$ cat config.mk
export PLATFORM = sky130hd
export DESIGN_NAME = imem_fetch_ctrl_flat
export DESIGN_NICKNAME = d
export VERILOG_FILES = /design/src/rtl/mips_pkg.sv /design/src/rtl/imem_fetch_ctrl_if.sv /design/src/rtl/imem_fetch_ctrl.sv /design/src/flat_wrapper.sv
export SDC_FILE = /design/constraint.sdc
export NUM_CORES = 1
export LEC_CHECK = 0
export CAP_MARGIN = 25
export CORE_AREA = 2 2 110 112
export DETAILED_ROUTE_END_ITERATION = 16
export DIE_AREA = 0 0 112 114
export GPL_TIMING_DRIVEN = 0
export PLACE_DENSITY_LB_ADDON = 0.12
export SYNTH_ARGS = -nofsm -noshare
export SYNTH_HDL_FRONTEND = slang
export SYNTH_SLANG_ARGS = --single-unit
$ cat constraint.sdc
create_clock -name clk -period 2.6 [get_ports clk]
set_input_delay 0.52 -clock clk [delete_from_list [all_inputs] [get_ports clk]]
set_output_delay 0.52 -clock clk [all_outputs]
set_load 0.03 [all_outputs]
$ cat src/rtl/mips_pkg.sv
// Shared MIPS-subset definitions: opcode/funct encodings, fetch sequencer
// states and a small saturating-counter helper.
package mips_pkg;

  localparam logic [5:0] OP_RTYPE = 6'b000000;
  localparam logic [5:0] OP_LW    = 6'b000001;
  localparam logic [5:0] OP_SW    = 6'b000010;
  localparam logic [5:0] OP_BEQ   = 6'b000011;
  localparam logic [5:0] OP_J     = 6'b000100;
  localparam logic [5:0] OP_ADDI  = 6'b001000;
  localparam logic [5:0] OP_SUBI  = 6'b001001;

  localparam logic [5:0] FUNCT_AND = 6'b000000;
  localparam logic [5:0] FUNCT_OR  = 6'b000001;
  localparam logic [5:0] FUNCT_ADD = 6'b000010;
  localparam logic [5:0] FUNCT_SUB = 6'b000110;
  localparam logic [5:0] FUNCT_SLT = 6'b000111;
  localparam logic [5:0] FUNCT_NOR = 6'b001100;

  localparam logic [31:0] WORD_BYTES = 32'd4;

  typedef enum logic [1:0] {
    LOAD  = 2'd0,
    FETCH = 2'd1,
    HALT  = 2'd2
  } fetch_state_t;

  function automatic logic [15:0] sat_inc16(input logic [15:0] v);
    return (v == 16'hFFFF) ? v : v + 16'd1;
  endfunction

endpackage

$ cat src/rtl/imem_fetch_ctrl_if.sv
// Loader, instruction-memory and decode-side signals of the fetch controller.
// The controller takes the slave view; its environment takes the master view.
interface imem_fetch_ctrl_if;
  logic        start;
  logic        halt;
  logic        ld_valid;
  logic [31:0] ld_addr;
  logic [31:0] ld_data;
  logic        ld_ready;
  logic        stall;
  logic        redirect_valid;
  logic [31:0] redirect_pc;
  logic [31:0] mem_addr;
  logic        mem_we;
  logic [31:0] mem_wdata;
  logic [31:0] mem_rdata;
  logic        if_valid;
  logic [31:0] if_pc;
  logic [31:0] if_ins;
  logic [15:0] fetch_count;

  modport master (
    output start, halt, ld_valid, ld_addr, ld_data, stall,
           redirect_valid, redirect_pc, mem_rdata,
    input  ld_ready, mem_addr, mem_we, mem_wdata,
           if_valid, if_pc, if_ins, fetch_count
  );

  modport slave (
    input  start, halt, ld_valid, ld_addr, ld_data, stall,
           redirect_valid, redirect_pc, mem_rdata,
    output ld_ready, mem_addr, mem_we, mem_wdata,
           if_valid, if_pc, if_ins, fetch_count
  );
endinterface

$ cat src/rtl/imem_fetch_ctrl.sv
// Instruction-memory sequencer: the loader owns the memory until start, then
// the fetch path drives the PC and fills the IF/ID register (stall/redirect/halt).
module imem_fetch_ctrl
  import mips_pkg::*;
#(
  parameter int unsigned DEPTH    = 32,
  parameter logic [31:0] RESET_PC = 32'h0
) (
  input  logic             clk,
  input  logic             rst,
  imem_fetch_ctrl_if.slave bus
);

  // PC lives modulo the memory size in bytes; DEPTH is a power of two.
  localparam logic [31:0] PC_MASK  = 32'(DEPTH * 4) - 32'd1;
  localparam logic [31:0] PC_RESET = RESET_PC & PC_MASK;

  fetch_state_t r_state, w_state_nxt;
  logic [31:0]  r_pc, w_pc_nxt;
  logic         r_if_valid, w_if_valid_nxt;
  logic [31:0]  r_if_pc, w_if_pc_nxt;
  logic [31:0]  r_if_ins, w_if_ins_nxt;
  logic [15:0]  r_fetch_count, w_fetch_count_nxt;

  always_ff @(posedge clk or negedge rst) begin
    if (!rst) begin
      r_state       <= LOAD;
      r_pc          <= PC_RESET;
      r_if_valid    <= 1'b0;
      r_if_pc       <= '0;
      r_if_ins      <= '0;
      r_fetch_count <= '0;
    end else begin
      // NOTE: non-blocking assignments so every register samples pre-edge values together.
      r_state       <= w_state_nxt;
      r_pc          <= w_pc_nxt;
      r_if_valid    <= w_if_valid_nxt;
      r_if_pc       <= w_if_pc_nxt;
      r_if_ins      <= w_if_ins_nxt;
      r_fetch_count <= w_fetch_count_nxt;
    end
  end

  always_comb begin
    // NOTE: every signal written here gets a default first, so no latch is inferred.
    w_state_nxt       = r_state;
    w_pc_nxt          = r_pc;
    w_if_valid_nxt    = r_if_valid;
    w_if_pc_nxt       = r_if_pc;
    w_if_ins_nxt      = r_if_ins;
    w_fetch_count_nxt = r_fetch_count;
    bus.ld_ready      = 1'b0;
    bus.mem_addr      = r_pc;
    bus.mem_we        = 1'b0;
    bus.mem_wdata     = bus.ld_data;

    unique case (r_state)
      LOAD: begin
        bus.ld_ready = 1'b1;
        bus.mem_addr = bus.ld_addr;
        bus.mem_we   = bus.ld_valid;
        if (bus.start) w_state_nxt = FETCH;
      end

      FETCH: begin
        if (bus.redirect_valid) begin
          // A redirect flushes IF/ID even under stall; a simultaneous halt still halts.
          w_pc_nxt       = bus.redirect_pc & PC_MASK & ~32'd3;
          w_if_valid_nxt = 1'b0;
          if (bus.halt) w_state_nxt = HALT;
        end else if (bus.halt) begin
          w_if_valid_nxt = 1'b0;
          w_state_nxt    = HALT;
        end else if (!bus.stall) begin
          w_if_ins_nxt      = bus.mem_rdata;
          w_if_pc_nxt       = r_pc;
          w_if_valid_nxt    = 1'b1;
          w_pc_nxt          = (r_pc + WORD_BYTES) & PC_MASK;
          w_fetch_count_nxt = sat_inc16(r_fetch_count);
        end
      end

      HALT: begin
        w_if_valid_nxt = 1'b0;
        if (bus.start) w_state_nxt = FETCH;
      end

      default: w_state_nxt = LOAD;
    endcase
  end

  assign bus.if_valid    = r_if_valid;
  assign bus.if_pc       = r_if_pc;
  assign bus.if_ins      = r_if_ins;
  assign bus.fetch_count = r_fetch_count;

endmodule

$ cat src/flat_wrapper.sv
// flat-port wrapper written by rule: the top's interface ports become plain ports
module imem_fetch_ctrl_flat import mips_pkg::*;
#(
  parameter int unsigned DEPTH    = 32,
  parameter logic [31:0] RESET_PC = 32'h0
)
  (clk, rst, bus_start, bus_halt, bus_ld_valid, bus_ld_addr, bus_ld_data, bus_stall, bus_redirect_valid, bus_redirect_pc, bus_mem_rdata, bus_ld_ready, bus_mem_addr, bus_mem_we, bus_mem_wdata, bus_if_valid, bus_if_pc, bus_if_ins, bus_fetch_count);
  imem_fetch_ctrl_if bus_i ();
  input  logic clk;
  input  logic rst;
  input wire logic [$bits(bus_i.start)-1:0] bus_start;
  input wire logic [$bits(bus_i.halt)-1:0] bus_halt;
  input wire logic [$bits(bus_i.ld_valid)-1:0] bus_ld_valid;
  input wire logic [$bits(bus_i.ld_addr)-1:0] bus_ld_addr;
  input wire logic [$bits(bus_i.ld_data)-1:0] bus_ld_data;
  input wire logic [$bits(bus_i.stall)-1:0] bus_stall;
  input wire logic [$bits(bus_i.redirect_valid)-1:0] bus_redirect_valid;
  input wire logic [$bits(bus_i.redirect_pc)-1:0] bus_redirect_pc;
  input wire logic [$bits(bus_i.mem_rdata)-1:0] bus_mem_rdata;
  output wire logic [$bits(bus_i.ld_ready)-1:0] bus_ld_ready;
  output wire logic [$bits(bus_i.mem_addr)-1:0] bus_mem_addr;
  output wire logic [$bits(bus_i.mem_we)-1:0] bus_mem_we;
  output wire logic [$bits(bus_i.mem_wdata)-1:0] bus_mem_wdata;
  output wire logic [$bits(bus_i.if_valid)-1:0] bus_if_valid;
  output wire logic [$bits(bus_i.if_pc)-1:0] bus_if_pc;
  output wire logic [$bits(bus_i.if_ins)-1:0] bus_if_ins;
  output wire logic [$bits(bus_i.fetch_count)-1:0] bus_fetch_count;
  assign bus_i.start = bus_start;
  assign bus_i.halt = bus_halt;
  assign bus_i.ld_valid = bus_ld_valid;
  assign bus_i.ld_addr = bus_ld_addr;
  assign bus_i.ld_data = bus_ld_data;
  assign bus_i.stall = bus_stall;
  assign bus_i.redirect_valid = bus_redirect_valid;
  assign bus_i.redirect_pc = bus_redirect_pc;
  assign bus_i.mem_rdata = bus_mem_rdata;
  assign bus_ld_ready = bus_i.ld_ready;
  assign bus_mem_addr = bus_i.mem_addr;
  assign bus_mem_we = bus_i.mem_we;
  assign bus_mem_wdata = bus_i.mem_wdata;
  assign bus_if_valid = bus_i.if_valid;
  assign bus_if_pc = bus_i.if_pc;
  assign bus_if_ins = bus_i.if_ins;
  assign bus_fetch_count = bus_i.fetch_count;
  imem_fetch_ctrl #(.DEPTH(DEPTH), .RESET_PC(RESET_PC)) u_core (.clk(clk), .rst(rst), .bus(bus_i));
endmodule
# == Yosys cells after proc, flatten, opt, wreduce, memory -nomap -nowiden ==
# Cells that the tools add are included.
# classes
add_sub_neg,2
mul,0
n_div,0
n_lt_le_gt_ge,0
n_eq_ne,8
shifts,0
mux,13
bitwise,4
n_reduce_logical,8
# ops
operator,count
32-bit two-way mux,4
16-bit by 1-bit adder with 16-bit output (second input constant),1
16-bit equality test (second input constant),1
7-bit by 3-bit adder with 7-bit output (second input constant),1
2-bit by 1-bit != test with 1-bit output (second input constant),3
1-bit two-way mux,5
5-bit AND reduction,1
2-bit two-way mux,2
4-bit != test (second input constant),1
1-bit NOT,4
2-bit one-hot mux with 2 select lines,1
2-bit AND reduction,2
4-bit AND reduction,1
3-bit AND reduction,1
2-bit by 1-bit equality test with 1-bit output (second input constant),1
2-bit equality test (second input constant),1
2-bit logical NOT,1
2-bit != test (second input constant),1
1-bit one-hot mux with 2 select lines,1
2-bit nonzero test,1
2-bit OR reduction,1
# word_totals
reg_bits,115
latch_bits,0
ram_bits,0
mem_bits_ro,0
inputBits,135
output_inout_bits,147
n_memories,0

# == Logic depth before layout (Yosys ltp) ==
# depth
word_depth,4
ltp_mapped,8

# == Worst setup path after synthesis ==
# No wires, ideal clock.
# synth_timing
path_type,register -> output
start,register u_core.r_state[0]
end,output port bus_mem_addr[5]
arrival_time_ps,1748
t_required_ps,2080
slack_ps,332
stages_incl_launch_ff,6
cell_sequence,dfrtp_1 > inv_1 > ha_1 > clkbuf_1 > clkbuf_1 > mux2_2
# synth_via
elab_chain_len,2
# synth_lines
item,line_no,text
from (decl),imem_fetch_ctrl.sv:18,"fetch_state_t r_state, w_state_nxt;"
from (signal assigned),imem_fetch_ctrl.sv:35,r_state <= w_state_nxt;
2-bit logical NOT,imem_fetch_ctrl.sv:57,unique case (r_state)
32-bit two-way mux,imem_fetch_ctrl.sv:57,
to (decl),flat_wrapper.sv:21,output wire logic [$bits(bus_i.mem_addr)-1:0] bus_mem_addr;
# Every way passes these cells.

# == Worst setup path in the final report ==
# layout_timing
start,register u_core.r_state[1]
end,output port bus_mem_addr[6]
# The elaborated chain is that of the path after synthesis.

==> tab_implementation.tex <==
\begin{tabular}{lr}
\hline
Metric & Value \\
\hline
\multicolumn{2}{l}{\textbf{Route}} \\
\quad ANT nets after route & 0 \\
\quad Detailed-route DRC error count & 0 \\
\quad Drt via density & between 4 and 5 \\
\quad Initial DRT Pass Iterations & 5 \\
\quad Detail-routed net length per standard cell & 13.0 um \\
\quad DR iter-0 viols & approximately 100 \\
\quad Routed Wire Length & between 9000 and 10000 um \\
\quad Via count & roughly 3200 \\
\multicolumn{2}{l}{\textbf{Worst setup path}} \\
\quad Critical Setup Path Class & reg -> out \\
\quad Stage delay of the slowest cell on the critical path & roughly 0.4 ns \\
\quad Setup slack, reg-to-reg & 0.21 ns \\
\quad Sort of element at the start of the critical path & flop \\
\quad Cells along the critical path & inv\_1 -> ha\_4 -> buf\_2 -> mux2\_2 -> dlygate4sd2\_1 \\
\quad Critical Path AT & around 2 ns \\
\quad Cell family with the largest share of critical-path delay & buffers and inverters \\
\quad Worst-path maximum fanout & 10 \\
\quad Worst reg2reg startpoint & u\_core.r\_state[1] \\
\quad Data required time of the worst path & roughly 2.1 ns \\
\quad Worst-case reg-to-reg path depth & 7 \\
\quad Crit-path slowest cell & sky130\_fd\_sc\_hd\_\_dfrtp\_1 \\
\quad Worst reg2reg path endpoint & u\_core.bus.fetch\_count[12] \\
\quad Category of the worst setup path capture point & primary output \\
\quad Sum of buffers and inverters on the critical path & 3 \\
\multicolumn{2}{l}{\textbf{STA}} \\
\quad Final Cycle Share & between 90\% and 100\% \\
\quad Pin slew with the least headroom to its limit & 0.991 ns \\
\quad Slew headroom & 33.4\% \\
\quad Number of setup violations in the final report & 0 \\
\quad Fin. Hold Viols & 0 \\
\quad Min Hold Slack & approximately 0.27 ns \\
\quad Final critical path time including I/O delays and setup & $\sim$2.5 ns \\
\quad Setup slack of the critical path after layout & 0.124 ns \\
\quad Unrepaired setup endpoints after global routing & no \\
\quad Max Clk Rate & 0.404 GHz \\
\quad TNS Setup & 0 ns \\
\quad Clock skew & 0.00932 ns \\
\quad Number of max-slew violations in the final report & 0 \\
\multicolumn{2}{l}{\textbf{Global routing}} \\
\quad Antenna violations before repair & 1 \\
\quad Global-route wire length before repair & 15300 um \\
\quad Maximum number of pins on one net before global-route repair & 62 \\
\quad Met1 track demand over resource in global routing & 17.1\% \\
\quad Number of global-route vias before repair & 3029 \\
\quad GR Util All Layers & 15.1\% \\
\quad Gr busiest metal & met2 \\
\quad GRT Residual Overflow & 0 \\
\quad Met3 Use GR & $\sim$5.6\% \\
\quad Met2 track demand over resource & a little over a quarter \\
\multicolumn{2}{l}{\textbf{Pwr}} \\
\quad LEAKAGE & 2.85 nW \\
\quad Worst vdd rail ir drop & between 0.0005 and 0.0006 V \\
\quad Pwr per Cell Area & 954 nW/um\^{}2 \\
\quad Power, Total & 0.00557 W \\
\multicolumn{2}{l}{\textbf{Yosys}} \\
\quad Post-synthesis area per instance & 8.80 um\^{}2 \\
\quad Fraction of the mapped netlist area in compound gates & 3.13\% \\
\quad Dominant combinational cell family by area after synthesis & simple AND/OR/NAND/NOR gates \\
\quad Synthesized flop and latch total & between 60 and 70 \\
\quad Ranking of synthesized cells by area & sky130\_fd\_sc\_hd\_\_dfrtp\_1 (46\%), sky130\_fd\_sc\_hd\_\_buf\_4 (13\%), sky130\_fd\_sc\_hd\_\_nand2\_1 (13\%), sky130\_fd\_sc\_hd\_\_and2\_1 (5.2\%), sky130\_fd\_sc\_hd\_\_mux2\_2 (2.3\%) \\
\quad Post-Syn Area & approximately 3400 um\^{}2 \\
\quad Synthesized netlist cell count & 381 \\
\quad Post-Synth XOR/XNOR Area & 3.92\% \\
\quad Adder and majority gate portion of the synthesized area & under 10\% \\
\quad Number of distinct library cell variants in the gate-level netlist after synthesis & 35 \\
\quad Cell taking the most area after synthesis & sky130\_fd\_sc\_hd\_\_dfrtp\_1 \\
\quad Post-synthesis sequential area ratio & 45.5\% \\
\quad Yosys warnings & 0 \\
\quad Area share of the leading cell type in the synthesized netlist & 45.5\% \\
\quad Proportion of synthesized area in mux cells & under 10\% \\
\quad Area share of and/or/nand/nor cells after synthesis & a little over a quarter \\
\multicolumn{2}{l}{\textbf{Layout}} \\
\quad Signed area change from the synthesized netlist to the final layout & 73.9\% \\
\quad Seq. cell area & between 1500 and 2000 um\^{}2 \\
\quad Most common cell after layout, fill and taps aside & sky130\_fd\_sc\_hd\_\_clkdlybuf4s50\_1 \\
\quad Number of diodes added for antenna fixing & 0 \\
\quad Layout cell share with drive strength beyond 1 & 14.8\% \\
\quad Core Util, Final & between 40\% and 50\% \\
\quad Count of filler cells inserted in the layout & 1110 \\
\quad Number of nets at the end of the flow & between 700 and 800 \\
\quad Leading cell types in the layout, fill and taps excluded & sky130\_fd\_sc\_hd\_\_clkdlybuf4s50\_1 (160), sky130\_fd\_sc\_hd\_\_nand2\_1 (117), sky130\_fd\_sc\_hd\_\_dfrtp\_1 (61) \\
\quad Combined area of the multi-input logic cells & between 1000 and 1500 um\^{}2 \\
\multicolumn{2}{l}{\textbf{Job}} \\
\quad Max-Cap Viols & 0 \\
\multicolumn{2}{l}{\textbf{Floorplanning}} \\
\quad Number of rows created at floorplan & 40 \\
\quad Horizontal extent of the die & 112 um \\
\quad Starting density of the core & between 20 and 30\% \\
\quad Core region area & $\sim$12000 um\^{}2 \\
\quad Total die area & about 13000 um\^{}2 \\
\quad Height of the die & 114 um \\
\quad I/O pin count & $\sim$280 \\
\multicolumn{2}{l}{\textbf{Place}} \\
\quad Worst setup timing slack at the placement stage & -0.183 ns \\
\quad Number of buffers inserted by port buffering & 194 \\
\quad Final weighted congestion in routability-driven placement & 0.781 \\
\quad Placed wire-length estimate & 7840 um \\
\multicolumn{2}{l}{\textbf{CTS}} \\
\quad TritonCTS clock tree & yes \\
\quad Inserted Clock Buffers & 9 \\
\quad H-tree levels & 3 \\
\quad Maximum clock path buffer count & 2 \\
\quad Number of clock sinks seen by CTS & 61 \\
\quad Clock Tree Root & sky130\_fd\_sc\_hd\_\_clkbuf\_16 \\
\quad Total of hold buffers inserted after clock tree synthesis & 0 \\
\quad Clock slew at reported path FFs & 0.05 ns \\
\quad Later-pin clock latency in the skew report & 0.32 ns \\
\multicolumn{2}{l}{\textbf{Run status}} \\
\quad Outcome & finished clean \\
\multicolumn{2}{l}{\textbf{Worst hold path}} \\
\quad Hold crit path type & in -> async \\
\hline
\end{tabular}
-- synthesized netlist by cell type (all sizes together) --
cell type / count
a21oi: 4
a22oi: 1
a31oi: 2
and2: 28
and3: 2
and4: 1
buf: 60
clkbuf: 17
conb: 1
dfrtp: 61
ha: 6
inv: 3
mux2: 7
mux2i: 2
nand2: 117
nand2b: 2
nand3: 11
nand4: 7
nor2: 8
nor3: 8
nor4: 3
nor4b: 1
o21ai: 8
o21bai: 1
o2bb2ai: 1
o41ai: 1
or4: 2
or4b: 1
xnor2: 6
xor2: 9
-- repair_timing --
item	in CTS	in global routing
endpoints found under the hold margin	0	0
buffers inserted	0	0
gates resized for setup	36	3
endpoints found under the setup margin	33	12
-- metrics by stage --
| step | cells | area (um^2) |
|---|---|---|
| after global placement | 748 | 5580 |
| after global routing | 763 | 5830 |
| after detailed placement | 749 | 5580 |
| final | 763 | 5830 |
| after CTS | 763 | 5820 |
| after floorplan | 407 | 3450 |
-- area by class of cell --
cell class / count / share of cell area (%)
Clock buffer: 12 / 4.40
Clock inverter: 3 / 0.365
Buffer: 76 / 8.88
Timing Repair Buffer: 195 / 32.6
Tap cell: 147 / 3.15
Sequential cell: 61 / 26.2
Inverter: 3 / 0.193
Multi-Input combinational cell: 266 / 24.2
-- worst register-to-register path, cell delays in order, from the launching register on --
cell and delay (ns):
sky130_fd_sc_hd__dfrtp_1 0.40, sky130_fd_sc_hd__inv_1 0.14, sky130_fd_sc_hd__ha_1 0.24, sky130_fd_sc_hd__or4b_1 0.45, sky130_fd_sc_hd__clkbuf_2 0.19, sky130_fd_sc_hd__or4_4 0.56
sky130_fd_sc_hd__nor3_2 0.18, sky130_fd_sc_hd__xor2_1 0.15
-- state kept, by name, indices dropped and copies added (netlist names) --
signal,cells
u_core.bus.fetch_count,16
u_core.bus.if_ins,32
u_core.bus.if_pc,5
u_core.bus.if_valid,1
u_core.r_pc,5
u_core.r_state,2
-- power by group --
| group | internal [W] | switching [W] |
|---|---|---|
| Clock | 0.000690 | 0.000398 |
| Combinational | 0.00121 | 0.00177 |
| Sequential | 0.00128 | 0.000218 |
| Total | 0.00318 | 0.00239 |
-- logic make-up (layout without fill, tap and decap cells) --
| group | Yosys count | count (layout) |
|---|---|---|
| buffers and inverters | 80 | 289 |
| adders and majority gates | 6 | 6 |
| xor gates and xnor gates | 15 | 15 |
| DFF | 61 | 61 |
| muxes | 9 | 9 |
| AOI/OAI and AO/OA | 18 | 18 |
| and+or+nand+nor | 191 | 191 |
| other | 1 | 27 |
-- worst max path at each step --
stage | from | end | slack [ns] | cells past startpoint
6_report | u_core.r_state[1] | bus_mem_addr[6] | 0.12 | 5
5_1_grt | u_core.r_state[1] | u_core.bus.if_pc[5] | 0.006 | 7
4_1_cts | u_core.r_state[1] | bus_mem_addr[6] | 0.02 | 5
3_5_place_dp | u_core.r_state[1] | bus_mem_addr[6] | -0.18 | 6
3_3_place_gp | rst | u_core.bus.fetch_count[0] | -1.11 | 1
2_1_floorplan | u_core.r_state[0] | bus_mem_addr[5] | 0.33 | 5
-- per-layer routing --
metal | vias to the layer above | part of all wire (%)
met3 | 23 | 9.3
met5 | - | 0.13
met2 | 166 | 50
met1 | 1432 | 38
met4 | 2 | 2.0
li1 | 1602 | -
(Power assumes the default switching activity.)
